`src/rtl/clk_speed_pkg.sv`:
```
// Shared definitions for the HS/LS clock-speed request controller.
package clk_speed_pkg;

   typedef enum logic [1:0] {
      ST_SLOW     = 2'd0,
      ST_REQ_FAST = 2'd1,
      ST_FAST     = 2'd2,
      ST_REQ_SLOW = 2'd3
   } speed_state_e;

   localparam logic [15:0] IO_LO_DEF = 16'hFC00;
   localparam logic [15:0] IO_HI_DEF = 16'hFEFF;

   localparam int HOLD_W = 8;
   localparam int TO_W   = 10;

endpackage

```
`src/rtl/clk_speed_sel_sync2.sv`:
```
// Two-flop synchroniser with a configurable reset value.
module sync2 #(
   parameter logic RST_VAL = 1'b0
) (
   input  logic hsclk_in,
   input  logic rst,
   input  logic d,
   output logic q
);

   logic meta;

   always_ff @(posedge hsclk_in or posedge rst) begin
      if (rst) begin
         meta <= RST_VAL;
         q    <= RST_VAL;
      end else begin
         meta <= d;
         q    <= meta;
      end
   end

endmodule

```
`src/rtl/clk_speed_sel.sv`:
```
// Decodes CPU bus cycles into fast/slow clock requests for the HS/LS switch,
// holds rdy low across changeovers and flags changeovers that never finish.
//
// state       | meaning
// ------------+--------------------------------------------------------
// SLOW        | running on host clock, counting fast-eligible cycles
// REQ_FAST    | hsclk_sel raised, waiting for switch to report HS
// FAST        | running on accelerator clock
// REQ_SLOW    | hsclk_sel dropped, waiting for switch to report LS
module clk_speed_sel
   import clk_speed_pkg::*;
#(
   parameter logic [15:0] IO_LO       = IO_LO_DEF,
   parameter logic [15:0] IO_HI       = IO_HI_DEF,
   parameter int          HOLD_CYCLES = 8,
   parameter int          TIMEOUT     = 1023
) (
   input  logic        hsclk_in,
   input  logic        rst,
   input  logic        cpu_valid,
   input  logic [7:0]  cpu_bank,
   input  logic [15:0] cpu_addr,
   input  logic        force_slow,
   input  logic        hsclk_selected,
   input  logic        lsclk_selected,
   output logic        hsclk_sel,
   output logic        rdy,
   output logic        err,
   output logic [1:0]  state_o
);

   localparam logic [HOLD_W-1:0] HOLD_TC = HOLD_W'(HOLD_CYCLES);
   localparam logic [TO_W-1:0]   TO_TC   = TO_W'(TIMEOUT);

   speed_state_e      state;
   logic              need_slow;
   logic              need_slow_q;
   logic              hs_sync;
   logic              ls_sync;
   logic [HOLD_W-1:0] hold_cnt;
   logic [TO_W-1:0]   to_cnt;
   logic [TO_W-1:0]   to_nxt;

   assign need_slow = force_slow |
                      (cpu_valid && (cpu_bank == 8'h00) &&
                       (cpu_addr >= IO_LO) && (cpu_addr <= IO_HI));

   assign to_nxt  = (to_cnt == TO_TC) ? to_cnt : to_cnt + {{(TO_W-1){1'b0}}, 1'b1};
   assign state_o = state;

   sync2 #(.RST_VAL(1'b0)) u_hs_sync (
      .hsclk_in (hsclk_in),
      .rst      (rst),
      .d        (hsclk_selected),
      .q        (hs_sync)
   );

   sync2 #(.RST_VAL(1'b1)) u_ls_sync (
      .hsclk_in (hsclk_in),
      .rst      (rst),
      .d        (lsclk_selected),
      .q        (ls_sync)
   );

   always_ff @(posedge hsclk_in or posedge rst) begin
      if (rst) begin
         state       <= ST_SLOW;
         hsclk_sel   <= 1'b0;
         rdy         <= 1'b1;
         err         <= 1'b0;
         need_slow_q <= 1'b0;
         hold_cnt    <= '0;
         to_cnt      <= '0;
      end else begin
         need_slow_q <= need_slow;
         case (state)
            ST_SLOW: begin
               // force_slow is a static override, so it also holds the counter
               // at zero directly instead of waiting for the decode register.
               if (need_slow_q || force_slow) begin
                  hold_cnt <= '0;
               end else if (hold_cnt != {HOLD_W{1'b1}}) begin
                  hold_cnt <= hold_cnt + {{(HOLD_W-1){1'b0}}, 1'b1};
               end
               if (!need_slow_q && !force_slow && (hold_cnt >= HOLD_TC)) begin
                  state     <= ST_REQ_FAST;
                  hsclk_sel <= 1'b1;
                  rdy       <= 1'b0;
                  to_cnt    <= '0;
               end
            end
            ST_REQ_FAST: begin
               to_cnt <= to_nxt;
               if (to_nxt == TO_TC) begin
                  err <= 1'b1;
               end
               if (need_slow_q) begin
                  state     <= ST_REQ_SLOW;
                  hsclk_sel <= 1'b0;
                  to_cnt    <= '0;
               end else if (hs_sync && !ls_sync) begin
                  state <= ST_FAST;
                  rdy   <= 1'b1;
               end
            end
            ST_FAST: begin
               if (need_slow_q) begin
                  state     <= ST_REQ_SLOW;
                  hsclk_sel <= 1'b0;
                  rdy       <= 1'b0;
                  to_cnt    <= '0;
               end
            end
            ST_REQ_SLOW: begin
               to_cnt <= to_nxt;
               if (to_nxt == TO_TC) begin
                  err <= 1'b1;
               end
               if (ls_sync && !hs_sync) begin
                  state    <= ST_SLOW;
                  rdy      <= 1'b1;
                  hold_cnt <= '0;
               end
            end
            default: begin
               state     <= ST_SLOW;
               hsclk_sel <= 1'b0;
               rdy       <= 1'b1;
            end
         endcase
      end
   end

endmodule

```
`config.mk`:
```
export PLATFORM = sky130hd
export DESIGN_NAME = clk_speed_sel
export DESIGN_NICKNAME = d
export VERILOG_FILES = /design/src/rtl/clk_speed_pkg.sv /design/src/rtl/clk_speed_sel_sync2.sv /design/src/rtl/clk_speed_sel.sv
export SDC_FILE = /design/constraint.sdc
export NUM_CORES = 1
export LEC_CHECK = 0
export ABC_AREA = 1
export CAP_MARGIN = 20
export CORE_ASPECT_RATIO = 1.5
export CORE_MARGIN = 2
export CORE_UTILIZATION = 50
export CTS_CLUSTER_DIAMETER = 100
export DETAILED_ROUTE_END_ITERATION = 8
export GPL_TIMING_DRIVEN = 0
export PLACE_DENSITY = 0.89
export SLEW_MARGIN = 40
export SYNTH_ARGS = -nofsm -noshare
export SYNTH_HDL_FRONTEND = slang
export SYNTH_HIERARCHICAL = 1
export SYNTH_SLANG_ARGS = --single-unit
```
`constraint.sdc`:
```
create_clock -name hsclk_in -period 3.1 [get_ports hsclk_in]
set_input_delay 0.465 -clock hsclk_in [delete_from_list [all_inputs] [get_ports hsclk_in]]
set_output_delay 0.465 -clock hsclk_in [all_outputs]
set_load 0.005 [all_outputs]
```
==> impl_metrics.tcl, run 1 <==
set metrics [dict create \
    status "completed" \
    wirelength_mm 3.90 \
    cts_inserted_buffers 3 \
    path_clk_slew_ns 0.09 \
    power_density_nw_per_um2 639 \
    min_period_over_period 0.574 \
    finalHoldViolCount 0 \
    post_cts_buffers 0 \
    nets 298 \
    worstPathCellList "clkdlybuf4s50_1" \
    slowest_delay_ns 0.54 \
    io_pins 35 \
    setup_tns_ns 0 \
    die_y_um 75.9 \
    cts.sinks 28 \
    syn-num-nets 267 \
    yosys.area_share.simple 0.350 \
    fill_cells 284 \
    synth_top_family_by_area "simple AND/OR/NAND/NOR gates" \
    grt_pass1_wl_mm 6.50 \
    path_depth 1 \
    cts_tree "yes" \
    fin_skew_ns 0.00255 \
    grt_setup_unrepaired "false" \
    routed_via_density 5.50 \
    core-area_um2 3350 \
    clock_path_buffers 2 \
    ant_nets 0 \
    synthMuxAreaShare 0 \
    power.leakage_nw 0.944 \
    grt_use_total 0.219 \
    pre_cts_ws_ns 1.14 \
    hpwlAfterDp_mm 3.03 \
    hold_path_class "register to register" \
    synth_compound_area_frac 0.0959 \
    fp-row-count 26 \
    post-route-drc-count 0 \
    ctsResizeCount 0 \
    synth_fa_ha_area_frac 0.0581 \
    vias 1654 \
    place.port_buffers 26 \
    wl_per_cell_um 13.0 \
    antenna_found_initial 0 \
    worstPathMaxFanout 2 \
    start_util 0.514 \
    grt_remaining_overflow 0 \
    crit_buf_inv 1 \
    crit_family "flip-flops" \
    clkLatencyLatePin_ns 0.28 \
    synthXorXnorAreaFrac 0.0153 \
    hold_depth 0 \
    design_area_um2 2110 \
    synthDistinctLibCells 28 \
    worst-setup-path-type "register to output port" \
    drv_slew 0 \
    critPathArrivalTime_ns 1.31 \
    max-vdd-ir-drop_uv 533 \
    min_period_ns 1.78 \
    die-area_um2 3940 \
    cp.required_ns 2.63 \
    postCtsHoldBufs 0 \
    yosysSeqAreaShare 0.409 \
    antenna_cells 0 \
    ys_warn_count 6 \
    largest_register_ffs 10 \
    timing.final.ws_setup_ns 1.32 \
    end_kind "output port" \
    htree_levels 1 \
    drt_first_pass_iters 4 \
    grt_max_degree 25 \
    syn_avg_cell_area_um2 7.52 \
    cts_root_buffer "clkbuf_8" \
    startpoint "rdy$_DFFE_PP1P_" \
    ys_ff_latch 28 \
    syn_area_um2 1720 \
    top_register "to_cnt" \
    worst_pin_slew_ns 0.508 \
    cap_violations 0 \
    die_w_um 51.9 \
    drive_above_1_share 0.108 \
    r2r_cells 6 \
    min_from "u_ls_sync/meta$_DFF_PP1_" \
    first_global_vias 1595 \
    place_area_um2 2040 \
    finalSetupViolations 0 \
    relSlewSlack 0.661 \
    drt_iter0_markers 45 \
    gp_congestion 0.820 \
    max_clock_freq_mhz 562 \
    synthCells 229 \
    r2r-start "state_o[0]$_DFFE_PP0P_" \
    area_delta_synth_final_pct 22.3 \
    slowest_stage "dfstp_2" \
    crit_path_start_kind "register" \
]
[cells in the mapped netlist, drive strengths merged]
cell,number,share of area
a21oi,7,0.020
nor3,2,0.0058
o21ai,21,0.063
ha,8,0.058
nand2,75,0.18
dfrtp,25,0.36
o21bai,1,0.0044
or2,1,0.0036
nor3b,1,0.0044
nand4,6,0.022
nor2,22,0.073
nand3,17,0.060
inv,33,0.072
nor4,2,0.0073
xnor2,1,0.0051
a211oi,1,0.0044
dfstp,3,0.046
xor2,2,0.010
o22ai,1,0.0036
[final timing paths]
check | end | slack [ns]
max | rdy | 1.32
min | u_ls_sync/q$_DFF_PP1_ | 0.37
max reg2reg | hold_cnt[3]$_DFFE_PP0P_ | 1.35
min reg2reg | u_ls_sync/q$_DFF_PP1_ | 0.37
max in group asynchronous | rdy$_DFFE_PP1P_ | 2.16
min in group asynchronous | u_hs_sync/meta$_DFF_PP0_ | 0.40
[cell type report]
cell class | instances | area [um2] | area share
inverters | 33 | 124 | 0.0588
clock buffers | 3 | 41.3 | 0.0196
repair buffers | 26 | 260 | 0.124
flip-flops and latches | 28 | 704 | 0.334
well taps | 42 | 52.6 | 0.0249
clock inverters | 1 | 30.0 | 0.0143
multi-input cells | 168 | 895 | 0.425
[where the power goes]
group	leakage [nW]	internal, mW	switching, mW
Combinational	0.543	0.214	0.356
Sequential	0.365	0.428	0.0552
Clock	0.0357	0.173	0.119
[logic make-up after synthesis]
kind of cell             after synthesis
AND/OR/NAND/NOR                      126
buffers and inverters                 33
AO/OA/AOI/OAI                         31
flip-flops                            28
adder cells (fa/ha/maj)                8
XOR/XNOR                               3
[metrics by stage]
| step | hold WS (ns) | power, mW | util | std cells |
|---|---|---|---|---|
| final | 0.367 | 1.35 | 0.629 | 301 |
| after detailed placement | 0.339 | 1.05 | 0.608 | 297 |
| after global placement | 0.338 | 1.02 | 0.608 | 297 |
| after CTS | 0.368 | 1.35 | 0.629 | 301 |
| after floorplan | 0.206 | 0.853 | - | 229 |
| after global routing | 0.371 | 1.45 | 0.629 | 301 |
[placed cells by master (no fill, tap or decap), drive strengths merged, types with 6 or more instances in the layout]
cell and count:
nand2 75, inv 33, clkdlybuf4s50 26, dfrtp 25, nor2 22, o21ai 21
nand3 17, ha 8, a21oi 7, nand4 6
[layer usage]
metal,GRT usage,up-vias,share of wire
met5,0,-,0
met4,0.0906,0,0.018
met3,0.0255,11,0.042
met2,0.444,60,0.59
met1,0.216,795,0.35
li1,-,788,-
Power figures use the tool's default switching activity.
==> run 2: changes to the inputs <==
- CORE_UTILIZATION: 50 -> 46
- PLACE_DENSITY: 0.89 -> 0.87
- clock period: 3.1 -> 1.6 ns (I/O delays scaled with it)
==> run 2 against run 1 <==
The run now ends with negative setup slack left. Design area is 9.6% higher. Total power is 120% higher. Die area is 8.1% higher. Sequential share of layout area is 2.9 points lower. Hold slack worse by 0.19 ns. Utilization is 0.98 points higher. Combinational power grew to 2.5 times the previous value. Global-route usage is 1.4 points lower. Largest cell class unchanged.
==> impl_metrics.tcl, run 2 (synthesis gave the netlist of run 1 again) <==
set metrics [dict create \
    antenna_cells 0 \
    finalHoldViolCount 0 \
    cp.required_ns 1.83 \
    timing.final.ws_setup_ns -0.0119 \
    slowest_stage "dfrtp_1" \
    die_w_um 54.0 \
    worst-setup-path-type "register to register" \
    grt_max_degree 25 \
    io_pins 35 \
    wl_per_cell_um 13.5 \
    cts_root_buffer "clkbuf_8" \
    crit_buf_inv 0 \
    place.port_buffers 26 \
    power_density_nw_per_um2 1270 \
    clkLatencyLatePin_ns 0.28 \
    r2r-start "to_cnt[1]$_DFFE_PP0P_" \
    crit_end "err$_DFFE_PP0P_" \
    status "complete, but fails checks" \
    critPathArrivalTime_ns 1.84 \
    drv_slew 0 \
    power.leakage_nw 1.02 \
    post-route-drc-count 0 \
    wirelength_mm 4.20 \
    drt_first_pass_iters 4 \
    finalSetupViolations 1 \
    start_util 0.477 \
    area_delta_synth_final_pct 34.0 \
    die-area_um2 4260 \
    setup_tns_ns -0.0119 \
    antenna_found_initial 0 \
    drive_above_1_share 0.224 \
    routed_via_density 5.22 \
    grt_use_total 0.205 \
    postCtsHoldBufs 0 \
    max-vdd-ir-drop_uv 846 \
    ff2ff_setup_slack_ns -0.01 \
    worst_pin_slew_ns 0.509 \
    nets 307 \
    largest_register_ffs 10 \
    cts_tree "yes" \
    hold_path_class "input port to asynchronous set/reset pin" \
    slowest_delay_ns 0.43 \
    cts.sinks 28 \
    grt_remaining_overflow 0 \
    clock_path_buffers 2 \
    htree_levels 1 \
    min_period_ns 1.61 \
    top_register "to_cnt" \
    grt_setup_unrepaired "true" \
    relSlewSlack 0.660 \
    cap_violations 0 \
    path_clk_slew_ns 0.10 \
    vias 1624 \
    die_y_um 79.0 \
    fill_cells 265 \
    fin_total_pwr_mw 2.94 \
    dp.cells 298 \
    core-area_um2 3610 \
    final_common_cell "nand2_1" \
    ant_nets 0 \
    end_kind "register" \
    fin_skew_ns 0.00504 \
    fp-row-count 27 \
    drt_iter0_markers 43 \
    path_depth 11 \
    instances_no_fill 311 \
    crit_path_start_kind "register" \
    final_util 0.639 \
    worstPathMaxFanout 6 \
    worstPathCellList "ha_4, nand2_4, nor2_4, nand2_2, nand2_2, nand2_2, nor2_2, nand2_2, nor2_2, nand3_1, nand2_1" \
    r2r_cells 11 \
    grt_pass1_wl_mm 6.72 \
    gp_congestion 0.837 \
    cts_inserted_buffers 3 \
    path_common_cell "nand2_2" \
    min_period_over_period 1.01 \
    multi_input_area_um2 1030 \
    violations "negative setup slack" \
    final_cell_mix "nand2_1, inv_1, clkdlybuf4s50_1" \
    first_global_vias 1677 \
    r2r-end "err$_DFFE_PP0P_" \
    final-seq-area_um2 704 \
    pre_cts_ws_ns -0.135 \
    max_clock_freq_mhz 620 \
    hpwlAfterDp_mm 2.82 \
    startpoint "to_cnt[1]$_DFFE_PP0P_" \
    crit_family "simple AND/OR/NAND/NOR gates" \
]
## run 2: report_power, final
group          switching, mW  internal, mW  leakage (nW)
Sequential             0.111         0.828         0.365
Combinational          0.830         0.608         0.617
Clock                  0.228         0.335        0.0357
## run 2: final cells by class
cell class,instances,share of cell area
repair buffers,34,0.140
multi-input cells,169,0.446
flip-flops and latches,28,0.305
inverters,33,0.0547
clock inverters,1,0.0130
well taps,43,0.0233
clock buffers,3,0.0179
## run 2: how the worst min path moves through the flow
stage | startpoint | end | slack [ns] | cells past startpoint
4_1_cts | rst | u_hs_sync/meta$_DFF_PP0_ | 0.18 | 2
2_1_floorplan | rst | u_hs_sync/meta$_DFF_PP0_ | -0.02 | 1
6_report | rst | u_hs_sync/meta$_DFF_PP0_ | 0.17 | 2
3_5_place_dp | u_hs_sync/meta$_DFF_PP0_ | u_hs_sync/q$_DFF_PP0_ | 0.35 | 0
3_3_place_gp | u_hs_sync/meta$_DFF_PP0_ | u_hs_sync/q$_DFF_PP0_ | 0.33 | 0
5_1_grt | rst | u_hs_sync/meta$_DFF_PP0_ | 0.20 | 2
## run 2: layer usage
metal	wire [um]	vias up	share of wire	global-route usage
li1	-	813	-	-
met1	1600	752	0.38	0.240
met2	2370	52	0.56	0.376
met3	152	7	0.036	0.0207
met4	80	0	0.019	0.0650
met5	0	-	0	0
## run 2: through the flow
stage	cell area, um2	hold WS, ns
global placement	2040	0.333
global route	2310	0.203
detailed placement	2040	0.347
CTS	2150	0.178
floorplan	1720	-0.0188
finish	2310	0.173
## run 2: timing repair
item	in CTS	in global routing
setup endpoints to repair	12	22
setup buffers	4	4
gates resized for setup	4	33
cloned	0	1
pin swaps	1	10
